--- src/rtl/sprite_mover.sv ---
// rtl/sprite_mover.sv - frame-rate keyboard sprite mover with per-axis ramp and exact edge clamp
module sprite_mover #(
    parameter int         X_CENTER     = 480,
    parameter int         Y_CENTER     = 240,
    parameter int         X_MIN        = 0,
    parameter int         X_MAX        = 639,
    parameter int         Y_MIN        = 0,
    parameter int         Y_MAX        = 479,
    parameter int         SIZE         = 4,
    parameter int         MAX_SPEED    = 4,
    parameter int         ACCEL_FRAMES = 8,
    parameter int         NUM_KEYS     = 2,
    parameter logic [7:0] KEY_LEFT     = 8'd80,
    parameter logic [7:0] KEY_RIGHT    = 8'd79,
    parameter logic [7:0] KEY_DOWN     = 8'd81,
    parameter logic [7:0] KEY_UP       = 8'd82
) (
    input  logic                  frame_clk,
    input  logic                  Reset,
    input  logic [8*NUM_KEYS-1:0] keycodes,
    input  logic                  freeze,
    output logic [9:0]            PosX,
    output logic [9:0]            PosY,
    output logic [9:0]            Size,
    output logic [3:0]            SpeedX,
    output logic [3:0]            SpeedY,
    output logic [1:0]            Facing,
    output logic [3:0]            AtEdge
);

    localparam logic [1:0] DIR_NONE = 2'd0;
    localparam logic [1:0] DIR_NEG  = 2'd1;
    localparam logic [1:0] DIR_POS  = 2'd2;

    localparam int              HW        = (ACCEL_FRAMES > 1) ? $clog2(ACCEL_FRAMES) : 1;
    localparam logic [HW-1:0]   HOLD_LAST = HW'(ACCEL_FRAMES - 1);
    localparam logic [3:0]      SPEED_TOP = 4'(MAX_SPEED);

    localparam logic signed [11:0] X_LO = 12'(X_MIN + SIZE);
    localparam logic signed [11:0] X_HI = 12'(X_MAX - SIZE);
    localparam logic signed [11:0] Y_LO = 12'(Y_MIN + SIZE);
    localparam logic signed [11:0] Y_HI = 12'(Y_MAX - SIZE);

    logic          key_l, key_r, key_u, key_d;
    logic [1:0]    dir_x_new, dir_y_new;
    logic [1:0]    dir_x_q, dir_y_q;
    logic [HW-1:0] hold_x, hold_y;
    logic [HW+4:0] step_x, step_y;
    logic [1:0]    facing_next;

    // Returns {start, speed_next, hold_next} for one axis.
    function automatic logic [HW+4:0] axis_step(
        input logic [1:0]    dn,
        input logic [1:0]    dq,
        input logic [3:0]    spd,
        input logic [HW-1:0] hc
    );
        logic          start;
        logic [3:0]    s;
        logic [HW-1:0] h;
        start = 1'b0;
        s     = spd;
        h     = hc;
        if (dn == DIR_NONE) begin
            s = 4'd0;
            h = '0;
        end else if (dn != dq) begin
            start = 1'b1;
            s     = 4'd1;
            h     = '0;
        end else if (hc == HOLD_LAST) begin
            if (spd < SPEED_TOP) begin
                s = spd + 4'd1;
                h = '0;
            end
        end else begin
            h = hc + 1'b1;
        end
        return {start, s, h};
    endfunction

    // Signed 12-bit arithmetic so a move past zero clamps instead of wrapping.
    function automatic logic [9:0] move_clamp(
        input logic [9:0]          pos,
        input logic [1:0]          dn,
        input logic [3:0]          spd,
        input logic signed [11:0]  lo,
        input logic signed [11:0]  hi
    );
        logic signed [11:0] p;
        p = $signed({2'b00, pos});
        if (dn == DIR_NEG)
            p = p - $signed({8'd0, spd});
        else if (dn == DIR_POS)
            p = p + $signed({8'd0, spd});
        if (p < lo)
            p = lo;
        else if (p > hi)
            p = hi;
        return p[9:0];
    endfunction

    always_comb begin
        key_l = 1'b0;
        key_r = 1'b0;
        key_u = 1'b0;
        key_d = 1'b0;
        for (int i = 0; i < NUM_KEYS; i++) begin
            if (keycodes[8*i +: 8] == KEY_LEFT)  key_l = 1'b1;
            if (keycodes[8*i +: 8] == KEY_RIGHT) key_r = 1'b1;
            if (keycodes[8*i +: 8] == KEY_UP)    key_u = 1'b1;
            if (keycodes[8*i +: 8] == KEY_DOWN)  key_d = 1'b1;
        end
    end

    assign dir_x_new = (key_l ^ key_r) ? (key_l ? DIR_NEG : DIR_POS) : DIR_NONE;
    assign dir_y_new = (key_u ^ key_d) ? (key_u ? DIR_NEG : DIR_POS) : DIR_NONE;

    assign step_x = axis_step(dir_x_new, dir_x_q, SpeedX, hold_x);
    assign step_y = axis_step(dir_y_new, dir_y_q, SpeedY, hold_y);

    always_comb begin
        facing_next = Facing;
        if (step_x[HW+4])
            facing_next = (dir_x_new == DIR_NEG) ? 2'd1 : 2'd0;
        else if (step_y[HW+4])
            facing_next = (dir_y_new == DIR_NEG) ? 2'd3 : 2'd2;
    end

    // Freeze forgets the held direction so a key held across it restarts at speed 1.
    always_ff @(posedge frame_clk or posedge Reset) begin
        if (Reset) begin
            PosX    <= 10'(X_CENTER);
            PosY    <= 10'(Y_CENTER);
            SpeedX  <= 4'd0;
            SpeedY  <= 4'd0;
            hold_x  <= '0;
            hold_y  <= '0;
            dir_x_q <= DIR_NONE;
            dir_y_q <= DIR_NONE;
            Facing  <= 2'd0;
        end else if (freeze) begin
            SpeedX  <= 4'd0;
            SpeedY  <= 4'd0;
            hold_x  <= '0;
            hold_y  <= '0;
            dir_x_q <= DIR_NONE;
            dir_y_q <= DIR_NONE;
        end else begin
            SpeedX  <= step_x[HW+3:HW];
            SpeedY  <= step_y[HW+3:HW];
            hold_x  <= step_x[HW-1:0];
            hold_y  <= step_y[HW-1:0];
            dir_x_q <= dir_x_new;
            dir_y_q <= dir_y_new;
            PosX    <= move_clamp(PosX, dir_x_new, step_x[HW+3:HW], X_LO, X_HI);
            PosY    <= move_clamp(PosY, dir_y_new, step_y[HW+3:HW], Y_LO, Y_HI);
            Facing  <= facing_next;
        end
    end

    assign Size = 10'(SIZE);

    assign AtEdge[0] = (PosX == X_LO[9:0]);
    assign AtEdge[1] = (PosX == X_HI[9:0]);
    assign AtEdge[2] = (PosY == Y_LO[9:0]);
    assign AtEdge[3] = (PosY == Y_HI[9:0]);

endmodule

--- config.mk ---
export PLATFORM = sky130hd
export DESIGN_NAME = sprite_mover
export DESIGN_NICKNAME = d
export VERILOG_FILES = /design/src/rtl/sprite_mover.sv
export SDC_FILE = /design/constraint.sdc
export NUM_CORES = 1
export LEC_CHECK = 0
export CELL_PAD_IN_SITES_DETAIL_PLACEMENT = 1
export CELL_PAD_IN_SITES_GLOBAL_PLACEMENT = 1
export CORE_AREA = 2 2 99 101
export CTS_BUF_LIST = sky130_fd_sc_hd__clkbuf_4
export DETAILED_ROUTE_END_ITERATION = 7
export DIE_AREA = 0 0 101 103
export DONT_BUFFER_PORTS = 1
export PLACE_DENSITY_LB_ADDON = 0.1
export SLEW_MARGIN = 20
export SYNTH_ARGS = -nofsm -noshare
export SYNTH_HDL_FRONTEND = slang
export SYNTH_SLANG_ARGS = --single-unit
export TNS_END_PERCENT = 30
--- constraint.sdc ---
create_clock -name frame_clk -period 5.64 [get_ports frame_clk]
set_input_delay 1.128 -clock frame_clk [delete_from_list [all_inputs] [get_ports frame_clk]]
set_output_delay 1.128 -clock frame_clk [all_outputs]
set_load 0.02 [all_outputs]
==> results.txt <==
Worst slew pin tran = 0.893 ns
Hold depth = 1
CP arrival = 5.57 ns
DRT iter0 DRCs = 82
Vias in the first global route = 3,231
Synth Register Bits = 40
Initial DRT Pass Iterations = 4
Area Overhead vs Synth = 4.84%
Switching Fraction = 40.9%
Final Cycle Share = 93.9%
Setup crit start = keycodes[5]
Total global-route track usage = 19.9%
RSZ-0062 raised after global routing = false
CP peak stage delay = 0.44 ns
Clk pin slew, worst setup/hold paths = 0.13 ns
Port Buf Inserts = 0
Post-route minimum period = 5.30 ns
Inserted Clock Buffers = 5
Max-slew violation count = 0
Reg power frac = 46.7%
Rows = 36
Drt drc = 0
Leak = 0.00163 uW
Root Driver = clkbuf_4
Total of max-cap violations = 0
Routed wire length per instance = 18.0 um
CTS tree = built
FF-to-FF path depth = 17
Sink Count = 40
Main synth FF type = dfrtp_1
Worst vdd ir = 0.0983 mV
Worst EP required = 5.92 ns
Slowest CP cell = or3_1
Post-synth ARST share = 100%
Internal power = 507 uW
N_diodes = 0
Fmax = 189 MHz
Initial antenna violation count = 0
Grt total ovfl = 0
PD cells = 226 mW/mm2
I/O pin total = 63
Final hold vios = 0
CP max FO = 7
Hold_buf cts = 0
Largest net degree at the start of global routing = 41
Synth Warn # = 0
Via count = 3,141
Via density = 5.76
Worst hold start = hold_x[0]
Hold endpoint = hold_x[0]
Post-DP HPWL = 7.67 mm
Hold crit path type = reg -> reg
Clock Latency Late Sink = 0.36 ns
Finished Core Util = 40.1%
FF-to-FF setup slack = 1.18 ns
Most instantiated cells after synthesis = 54 x nor2_1, 37 x nand2_1, 32 x dfrtp_1, 32 x inv_1, 26 x ha_1
Die width = 101 um
Netlist cell types = 70
Layout Nets = 479
GPL Wtd Cong = 0.822
Logic pwr share = 30.0%
Startpoint Class = input pin
Skew final = 0.0188 ns
Layout cells sized above 1 = 9.98%
Setup violators final = 0
Critical path class = in -> reg
Dominant cell type by area after synthesis = dfrtp_1
Sequential element share of the synthesized area = 27.9%
Top-area cell type share of the netlist area = 22.1%
Initial Util = 38.3%
Antenna-violating nets left = 0
Worst path cell trace = nor2_1 > nand4_1 > or3_1 > o31ai_1 > inv_1 > ha_1 > xnor2_1 > nand2_1 > or3_1 > ha_1 > nand2b_1 > a21o_1 > a21o_1 > o2bb2a_1 > xor2_1 > nor4b_1 > o211a_1 > or2_2 > o21ai_0
Max Root-Sink Buffers = 2
EDFF count, synth = 0
Die H = 103 um
Synth Cell Area = 0.00362 mm2
WHS = 0.501 ns
Final wirelength = 9.80 mm
Post-Syn Instances = 433
Clock share of power = 23.3%
Count leader, synth = nor2_1
Mapped Avg Cell Area = 8.36 um2
H-tree depth = 2
Critical path endpoint category = flip-flop
Largest cells by area after synthesis = dfrtp_1 22%, ha_1 9.0%, dfstp_2 5.8%
Slew HR = 39.9%
Die area = 0.0104 mm2
RR Endpoint = PosY[1]
Worst R2R Start = hold_y[0]
Run status = completed
Sw power = 351 uW
Core area = 0.00946 mm2
First-pass GRT wire length = 16.6 mm
## kinds of logic (layout without fill, tap and decap cells)
family                   Yosys count  after routing  share of synthesized area (%)
AND/OR/NAND/NOR                  180            180                           25.5
AO/OA/AOI/OAI                     97             97                           20.5
buffers and inverters             58             48                           7.36
flip-flops                        40             40                           27.9
adder cells (fa/ha/maj)           30             30                           11.2
XOR/XNOR                          17             17                           4.84
multiplexers                       9              9                           2.52
other                              2             10                          0.207
## sequential cells by signal, summed over array words and instances, names as in the netlist
| signal | count |
|---|---|
| SpeedX | 4 |
| SpeedY | 4 |
| PosX | 10 |
| Facing | 2 |
| hold_x | 3 |
| dir_y_q | 2 |
| dir_x_q | 2 |
| hold_y | 3 |
| PosY | 10 |
## worst max-delay path: cells and delay by family
| kind | cells | cell delay [ns] |
|---|---|---|
| fa+ha+maj | 2 | 0.64 |
| compound gates | 6 | 1.28 |
| xor+xnor | 2 | 0.37 |
| simple gates | 8 | 2.03 |
| buf+inv | 1 | 0.13 |
## worst max path at each step
| stage | cells after the start | slack, ns | end |
|---|---|---|---|
| floorplan | 19 | 0.43 | PosX[0] |
| global placement | 18 | 0.03 | PosX[7] |
| detailed placement | 18 | -0.06 | PosX[7] |
| CTS | 18 | 0.27 | PosX[7] |
| global route | 19 | 0.03 | PosX[8] |
| finish | 19 | 0.34 | PosX[7] |
## area by class of cell
cell class / count / area, um2
clock inverter: 3 / 46.3
clock buffer: 5 / 37.5
tap: 114 / 143
sequential: 40 / 1010
inverter: 32 / 120
multi-input combinational: 343 / 2380
timing repair buffer: 8 / 60.1
fill: 1154 / 5660
## power groups by stage
stage / Combinational, uW / Clock, uW / Sequential [uW]
finish: 257 / 200 / 400
global route: 288 / 219 / 409
CTS: 258 / 208 / 402
detailed placement: 257 / 0 / 407
global placement: 254 / 0 / 406
floorplan: 217 / 0 / 377
## through the flow
stage	TNS, ns	power [uW]	area, um2	cells	setup slack [ns]
floorplan	0	594	3650	441	0.427
global placement	0	660	3710	537	0.0335
detailed placement	-0.104	663	3710	537	-0.0587
CTS	0	868	3790	545	0.268
global route	0	916	3790	545	0.0318
finish	0	858	3790	545	0.344
## what timing repair did
action,CTS,global route
resized for setup,0,1
endpoints found under the setup margin,0,2
setup buffers,0,0
## cells in the final DEF, fill, tap and decap left out, types with 3 or more instances in the layout
master,synthesis,routed
nor4b_1,3,3
nand4_1,6,6
o22ai_1,7,7
inv_1,32,32
nand2_1,37,37
a21oi_1,9,9
nand3_1,10,10
or2_2,3,3
ha_1,26,26
clkbuf_4,0,5
xnor2_1,8,8
nor3_1,14,14
and4_1,5,5
fa_1,4,4
nor2_1,54,54
o31ai_1,4,4
nand2b_1,6,6
xor2_1,7,7
a211oi_1,6,5
dfrtp_1,32,32
a21o_1,4,4
nor2b_1,16,16
mux2i_1,8,8
o21a_1,6,6
a31oi_1,5,5
dfstp_2,8,8
o21ai_0,18,18
buf_4,10,8
nor4_1,4,4
conb_1,2,10
o211ai_1,3,3
o21bai_1,4,4
o211a_1,4,4
or3_1,6,6
## routing by layer
layer  vias up  wire length, um  GRT usage, %  share of wire, %
met5         -                0             0                 0
li1       1509                -             -                 -
met3        10              253          2.24               2.6
met2        45             4970          35.6                51
met4         0              146          5.41               1.5
met1      1577             4430          25.7                45
Power figures use the tool's default switching activity.
